===== src/rtl/dsp_pipe_pkg.sv =====
// Shared constants and per-stage tag type for the DSP pipeline sequencer.
package dsp_pipe_pkg;

  localparam int DSP_STAGES_DEF  = 4;
  localparam int DSP_ACC_LEN_DEF = 16;

  typedef struct packed {
    logic v;
    logic f;
    logic l;
  } pipe_tag_t;

  // A window of one op still needs a one-bit counter so the range compare stays legal.
  function automatic int cnt_width(input int len);
    return (len > 1) ? $clog2(len) : 1;
  endfunction

endpackage


===== src/rtl/dsp_pipe_ctrl_stage.sv =====
// One pipeline stage of valid/first/last tracking; captures the upstream tag when enabled.
module dsp_pipe_ctrl_stage
  import dsp_pipe_pkg::*;
(
  input  logic      clk,
  input  logic      reset,
  input  logic      clr,
  input  logic      en,
  input  pipe_tag_t tag_in,
  output pipe_tag_t tag_out
);

  pipe_tag_t tag_q;
  pipe_tag_t tag_d;

  always_comb begin
    tag_d = tag_q;
    if (clr) begin
      tag_d = '0;
    end else if (en) begin
      tag_d = tag_in;
    end
  end

  always_ff @(posedge clk or posedge reset) begin
    if (reset) begin
      tag_q <= '0;
    end else begin
      tag_q <= tag_d;
    end
  end

  assign tag_out = tag_q;

endmodule


===== src/rtl/dsp_pipe_ctrl.sv =====
// Valid/ready sequencer for the DSP MAC datapath: per-stage enables, occupancy and window tags.
// Optional macro DSP_PIPE_CTRL_BUBBLE_COLLAPSE_EN selects per-stage enables that squeeze out bubbles.
module dsp_pipe_ctrl
  import dsp_pipe_pkg::*;
#(
  parameter int STAGES  = DSP_STAGES_DEF,
  parameter int ACC_LEN = DSP_ACC_LEN_DEF,
  parameter int OCC_W   = $clog2(STAGES + 1)
) (
  input  logic              clk,
  input  logic              reset,
  input  logic              flush,
  input  logic              in_valid,
  output logic              in_ready,
  output logic [STAGES-1:0] stage_en,
  output logic [STAGES-1:0] stage_valid,
  output logic              out_valid,
  input  logic              out_ready,
  output logic              out_acc_first,
  output logic              out_acc_last,
  output logic [OCC_W-1:0]  occupancy,
  output logic              busy
);

  localparam int               CNT_W   = cnt_width(ACC_LEN);
  localparam logic [CNT_W-1:0] CNT_MAX = CNT_W'(ACC_LEN - 1);

  pipe_tag_t         tag_in [STAGES];
  pipe_tag_t         tag_q  [STAGES];
  logic [STAGES-1:0] v;
  logic [STAGES-1:0] en;
  logic [CNT_W-1:0]  cnt_q;
  logic [CNT_W-1:0]  cnt_d;
  logic [OCC_W-1:0]  occ;
  logic              accept;

`ifdef DSP_PIPE_CTRL_BUBBLE_COLLAPSE_EN
  // A stage may move whenever any stage at or beyond it has room, or the output drains.
  logic room;

  always_comb begin
    en   = '0;
    room = out_ready;
    for (int i = STAGES - 1; i >= 0; i--) begin
      room  = room || !v[i];
      en[i] = room;
    end
    if (flush) begin
      en = '0;
    end
  end
`else
  always_comb begin
    en = '0;
    if (!flush) begin
      en = {STAGES{!v[STAGES-1] || out_ready}};
    end
  end
`endif

  assign stage_en = en;
  assign in_ready = en[0] && !flush;
  assign accept   = in_valid && in_ready;

  genvar g;
  generate
    for (g = 0; g < STAGES; g++) begin : g_stage
      if (g == 0) begin : g_head
        assign tag_in[g] = '{v: in_valid, f: (cnt_q == '0), l: (cnt_q == CNT_MAX)};
      end else begin : g_body
        assign tag_in[g] = tag_q[g-1];
      end

      dsp_pipe_ctrl_stage u_stage (
        .clk     (clk),
        .reset   (reset),
        .clr     (flush),
        .en      (en[g]),
        .tag_in  (tag_in[g]),
        .tag_out (tag_q[g])
      );

      assign v[g] = tag_q[g].v;
    end
  endgenerate

  always_comb begin
    cnt_d = cnt_q;
    if (flush) begin
      cnt_d = '0;
    end else if (accept) begin
      cnt_d = (cnt_q == CNT_MAX) ? '0 : cnt_q + CNT_W'(1);
    end
  end

  always_ff @(posedge clk or posedge reset) begin
    if (reset) begin
      cnt_q <= '0;
    end else begin
      cnt_q <= cnt_d;
    end
  end

  always_comb begin
    occ = '0;
    for (int i = 0; i < STAGES; i++) begin
      occ = occ + OCC_W'(v[i]);
    end
  end

  assign stage_valid   = v;
  assign out_valid     = v[STAGES-1];
  assign out_acc_first = v[STAGES-1] && tag_q[STAGES-1].f;
  assign out_acc_last  = v[STAGES-1] && tag_q[STAGES-1].l;
  assign occupancy     = occ;
  assign busy          = (occ != '0);

endmodule


===== config.mk =====
export PLATFORM = sky130hd
export DESIGN_NAME = dsp_pipe_ctrl
export DESIGN_NICKNAME = d
export VERILOG_FILES = /design/src/rtl/dsp_pipe_pkg.sv /design/src/rtl/dsp_pipe_ctrl_stage.sv /design/src/rtl/dsp_pipe_ctrl.sv
export SDC_FILE = /design/constraint.sdc
export NUM_CORES = 1
export LEC_CHECK = 0
export CORE_MARGIN = 2
export CORE_UTILIZATION = 47
export DETAILED_ROUTE_END_ITERATION = 7
export HOLD_SLACK_MARGIN = 0.08
export PLACE_DENSITY = 0.84
export SETUP_SLACK_MARGIN = 0.3
export SYNTH_ARGS = -nofsm -noshare
export SYNTH_HDL_FRONTEND = slang
export SYNTH_SLANG_ARGS = --single-unit
export TNS_END_PERCENT = 20

===== constraint.sdc =====
create_clock -name clk -period 2.3 [get_ports clk]
set_clock_uncertainty 0.15 [all_clocks]
set_input_delay 0.23 -clock clk [delete_from_list [all_inputs] [get_ports clk]]
set_output_delay 0.23 -clock clk [all_outputs]
set_load 0.03 [all_outputs]

* Word level (Yosys, flattened, before mapping)
Index checks and enable logic that the tools add are counted.
Word-level totals: flip-flop bits (word level) 16, input bits 5, output and inout bits 16
Cells by class: add/subtract/negate cells 4, equality and inequality tests 1, mux-type cells 12, reductions and logical operators 14
Operators by type and width (count):
- $mux W3 | 8
- $mux W4 | 4
- $reduce_bool A2 Y1 | 5
- $add A4 B1 Y4 const B | 1
- $eq A4 B4 Y1 const B | 1
- $logic_and A1 B1 Y1 | 4
- $logic_not A4 Y1 | 1
- $add A2 B1 Y3 | 1
- $add A3 B1 Y3 | 1
- $reduce_bool A3 Y1 | 1
- $add A1 B1 Y2 | 1
- $logic_not A1 Y1 | 2
- $logic_or A1 B1 Y1 | 1

* Longest topological paths before layout
word-level depth 7, depth in mapped cells 6

* Cells and area by module
A second synthesis with hierarchy kept.
Second synthesis, totals: cell total of the unflattened synthesis 84, area total of the unflattened synthesis 882.1 um2
By module, submodules not included:
- dsp_pipe_ctrl_stage | times used 4, cells an instance 10, area each 120.1 um2
- dsp_pipe_ctrl | times used 1, cells an instance 44, area each 401.6 um2

* Worst setup path after synthesis
No wires, ideal clock.
kind register to output, from register g_stage[3].u_stage.tag_out[2] (netlist name), to output busy, arrival time 2.271 ns, data required time 1.920 ns, path slack -0.351 ns, cell stages (with the launch flop) 7, path through dfrtp_1 inv_1 fa_1 inv_1 ha_1 ha_1 or3_1
On the way: word-level cells in the longest chain between the ends 2
RTL lines:
- $add A3 B1 Y3 | line dsp_pipe_ctrl.sv:107 | occ = occ + OCC_W'(v[i]);
- net occupancy[1] | line dsp_pipe_ctrl.sv:21 | output logic [OCC_W-1:0] occupancy,
- $reduce_bool A3 Y1 | line dsp_pipe_ctrl.sv:116 | assign busy = (occ != '0);
- end, declared | line dsp_pipe_ctrl.sv:22 | output logic busy
The timed path passes the listed nets, and every way through them passes these cells.

* Worst setup path after layout
from register g_stage[1].u_stage.tag_out[2] (netlist name), to output busy
On the way: word-level cells in the longest chain between the ends 4
RTL lines (line):
- $add A1 B1 Y2 | dsp_pipe_ctrl.sv:107
- $add A2 B1 Y3 | dsp_pipe_ctrl.sv:107
- $add A3 B1 Y3 | dsp_pipe_ctrl.sv:107
- $reduce_bool A3 Y1 | dsp_pipe_ctrl.sv:116
Every way passes these cells.

==> results by stage <==
Power and ir drop:
- The maximum resistive drop on vdd is 0.000388 V.
- The post-route total power is roughly 0.58 mW.
- For this design the ratio of total power to cell area is 531 mW/mm^2.
- The static leakage is slightly above 0.5 nW.

Clock tree:
- Counting along the longest clock path gives a buffer depth of 2.
- TritonCTS created 3 clock buffers.
- The clock latency at the later pin of the worst-skew pair is 0.28 ns.
- The clock net in this run drives a total of 16 sinks.
- The cell chosen for the clock root is clkbuf_4.
- The depth of the CTS H-tree is 1.
- The count of hold buffers inserted by post-cts repair is 0.
- After clock tree synthesis, the clock-pin slew on the worst setup and hold paths is 0.09 ns.
- The TritonCTS clock tree is built.
- The total setup buffers inserted after CTS is 0.

Route:
- The residual antenna-violating net count after detailed routing is 0.
- The via density per instance is 5.14.
- The overall routed net length is 1.49 mm.
- The iteration-0 DRC count of the detailed router is 14.
- The first TritonRoute pass finished after 4 iterations.
- In the final routed layout, each cell accounts on average for 12.3 um.
- The total number of vias is 622.
- After detailed routing, the number of remaining DRC violations is 0.

Critical path:
- Of all nets on the critical path, the largest fanout is 2.
- STA classifies the critical path startpoint as a register.
- The critical path depth in cells is 7.
- The sort of element at the end of the critical path is a primary output.
- Walking the worst path, the cells encountered are inv_2 > fa_1 > inv_2 > ha_4 > ha_4 > or3_4 > buf_6.
- The critical path arrival is 2.11 ns.
- On the critical path the largest part of the delay comes from adder cells.
- The start-to-end type of the worst setup path is register to primary output.
- For this design, the slowest cell found on the critical path is fa_1.
- The critical path contains buffers and inverters numbering 3 combined.
- The stage delay of the slowest cell on the critical path is 0.54 ns.
- The worst register-to-register path has a depth of 4.
- The data required time at the worst endpoint is between 1.5 and 2 ns.

Timing:
- The max-slew violation count is 0.
- The final critical path takes up 108% of the cycle.
- The final critical-path setup slack is -0.189 ns.
- The post-route setup TNS is -0.189 ns.
- The final-report hold violation count came to 0.
- The relative slew slack is 61.4%.
- Hold is met by ~0.15 ns.
- The clock period minus worst slack is 2.49 ns.
- Setup repair after global routing could not meet its margin everywhere.
- Derived from the worst setup path, the maximum achievable clock frequency is 402 MHz.
- The transition at the pin with the smallest max-transition slack is just under 0.6 ns.
- Setup violations remaining at the end of the flow were counted as 1.

Yosys:
- In this run the cell area of the synthesized design comes to between 800 and 900 um^2.
- The synthesized design contains 16 register bits.
- During synthesis, Yosys emitted a total of 0 warnings.
- The synthesized netlist contains 22 unique library cells.
- For this run, the register share of the synthesized area comes to 47.7%.
- Counting every net in the synthesized netlist gives 87.
- The average size of a mapped cell is 10.9 um^2.
- The gate count of the mapped netlist is 77.

Floorplan:
- The number of placement rows is 15.
- The die span in x is ~46 um.
- Once the floorplan was initialized, standard cells occupied 49.2% of the core.
- In this run the standard cell core region covers between 0.0015 and 0.002 mm^2.
- 21 I/O pins were placed.
- The die area is 0.00214 mm^2.
- The die height is 46.3 um.

Layout:
- From synthesis to final layout, the design area changed by 29.1%.
- The number of diodes is 0.
- Leaving out fill and tap cells, the most frequent cell in the layout is dfrtp_1.
- In the final layout, the share of cells above drive strength 1 is 30.2%.
- Leaving out fill and tap cells, the most frequent cells in the layout are dfrtp_1 (15), buf_4 (12), clkdlybuf4s50_1 (11), a22o_1 (9), inv_1 (9).
- The final-stage net count is around 110.

Run status:
- The run finished, with violations left.
- The checks that failed: setup timing.

GRT:
- The number of global-route vias before repair is approximately 550.
- The total overflow left after global routing is 0.
- Entering global routing, the biggest net connects 17 pins.
- The first global-routing pass estimated 2.52 mm of wire.
- Global routing used 17.0% of the available tracks across all layers.
- The number of antenna violations at the first check in global routing is 0.

Placed design:
- Routability-driven placement finished with a final weighted congestion of 0.763.
- The number of port buffers is 20.
- The half-perimeter wire length after detailed placement is 1.16 mm.

Flow run:
- Across the run, the number of max-cap violations was 0.

Worst hold path:
- The min-delay analysis places its worst path in the category input port to asynchronous set/reset pin.
-- cells in the mapped netlist --
master     n  area [um^2]
fa_1       1         20.0
o31ai_2    2         25.0
buf_4      8         60.1
a32o_1     1         10.0
a22o_1     9         78.8
ha_1       4         50.1
dfrtp_1   16          400
or3_1      1         6.26
o311ai_1   2         17.5
and3_1     1         6.26
or3_4      1         11.3
inv_1     12         45.0
a21oi_1    1         5.00
nand2_1    3         11.3
nand4b_1   1         8.76
buf_2      2         10.0
nor3b_1    1         7.51
o211ai_1   2         15.0
nor2b_4    1         13.8
o21ai_1    2         10.0
nor2_1     4         15.0
and2_1     2         12.5
-- report_power, final --
group | switching (mW) | internal, mW | leakage (nW)
Sequential | 0.00966 | 0.291 | 0.216
Clock | 0.0827 | 0.0673 | 0.0150
Combinational | 0.0693 | 0.0547 | 0.274
Total | 0.162 | 0.414 | 0.505
-- per-stage QoR --
step           setup WS [ns]  util [%]  cells  area, um^2
2_1_floorplan         0.0580         -     77         861
3_3_place_gp          -0.298      60.9    117        1040
3_5_place_dp          -0.345      60.9    117        1040
4_1_cts               -0.206      63.3    121        1080
5_1_grt               -0.278      63.4    121        1080
6_report              -0.189      63.4    121        1080
-- layer usage --
metal	up-vias	GRT usage (%)	wire length (um)	part of all wire, %
li1	299	-	-	-
met1	306	21.9	652	44
met2	13	25.8	758	51
met3	4	3.53	50	3.4
met4	0	10.3	30	2.0
met5	-	0	0	0
-- kinds of logic after synthesis --
logic type / share of synthesized area, %
adder cells (fa/ha/maj): 8.35
AO/OA/AOI/OAI: 19.2
flip-flops: 47.7
buffers and inverters: 13.7
AND/OR/NAND/NOR: 11.0
-- worst paths after layout --
kind	to	slack, ns	start
worst max register to register	cnt_q[2]	0.81	g_stage[3].u_stage.tag_out[2]
worst min register to register	g_stage[2].u_stage.tag_out[0]	0.34	g_stage[1].u_stage.tag_out[0]
min in group clk	g_stage[2].u_stage.tag_out[0]	0.34	g_stage[1].u_stage.tag_out[0]
max in group asynchronous	g_stage[3].u_stage.tag_out[2]	1.44	reset
worst max-delay path	busy	-0.19	g_stage[1].u_stage.tag_out[2]
worst min-delay path	g_stage[2].u_stage.tag_out[0]	0.15	reset
-- registers in the layout, summed over array words and instances (netlist names) --
signal,cells
cnt_q,4
g_stage.u_stage.tag_out,12
-- layout make-up --
| cell class | count | area, um^2 |
|---|---|---|
| repair buffers | 25 | 223 |
| clock buffers | 4 | 26.3 |
| fillers | 129 | 624 |
| multi-input cells | 39 | 357 |
| inverters | 12 | 45.0 |
| flip-flops and latches | 16 | 402 |
| well taps | 25 | 31.3 |
-- timing repair --
action	in CTS	in global routing
endpoints found under the setup margin	4	9
pin swaps	1	0
gates resized for setup	12	1
cloned	0	0
Note: power is estimated with default switching activity, not from simulation.
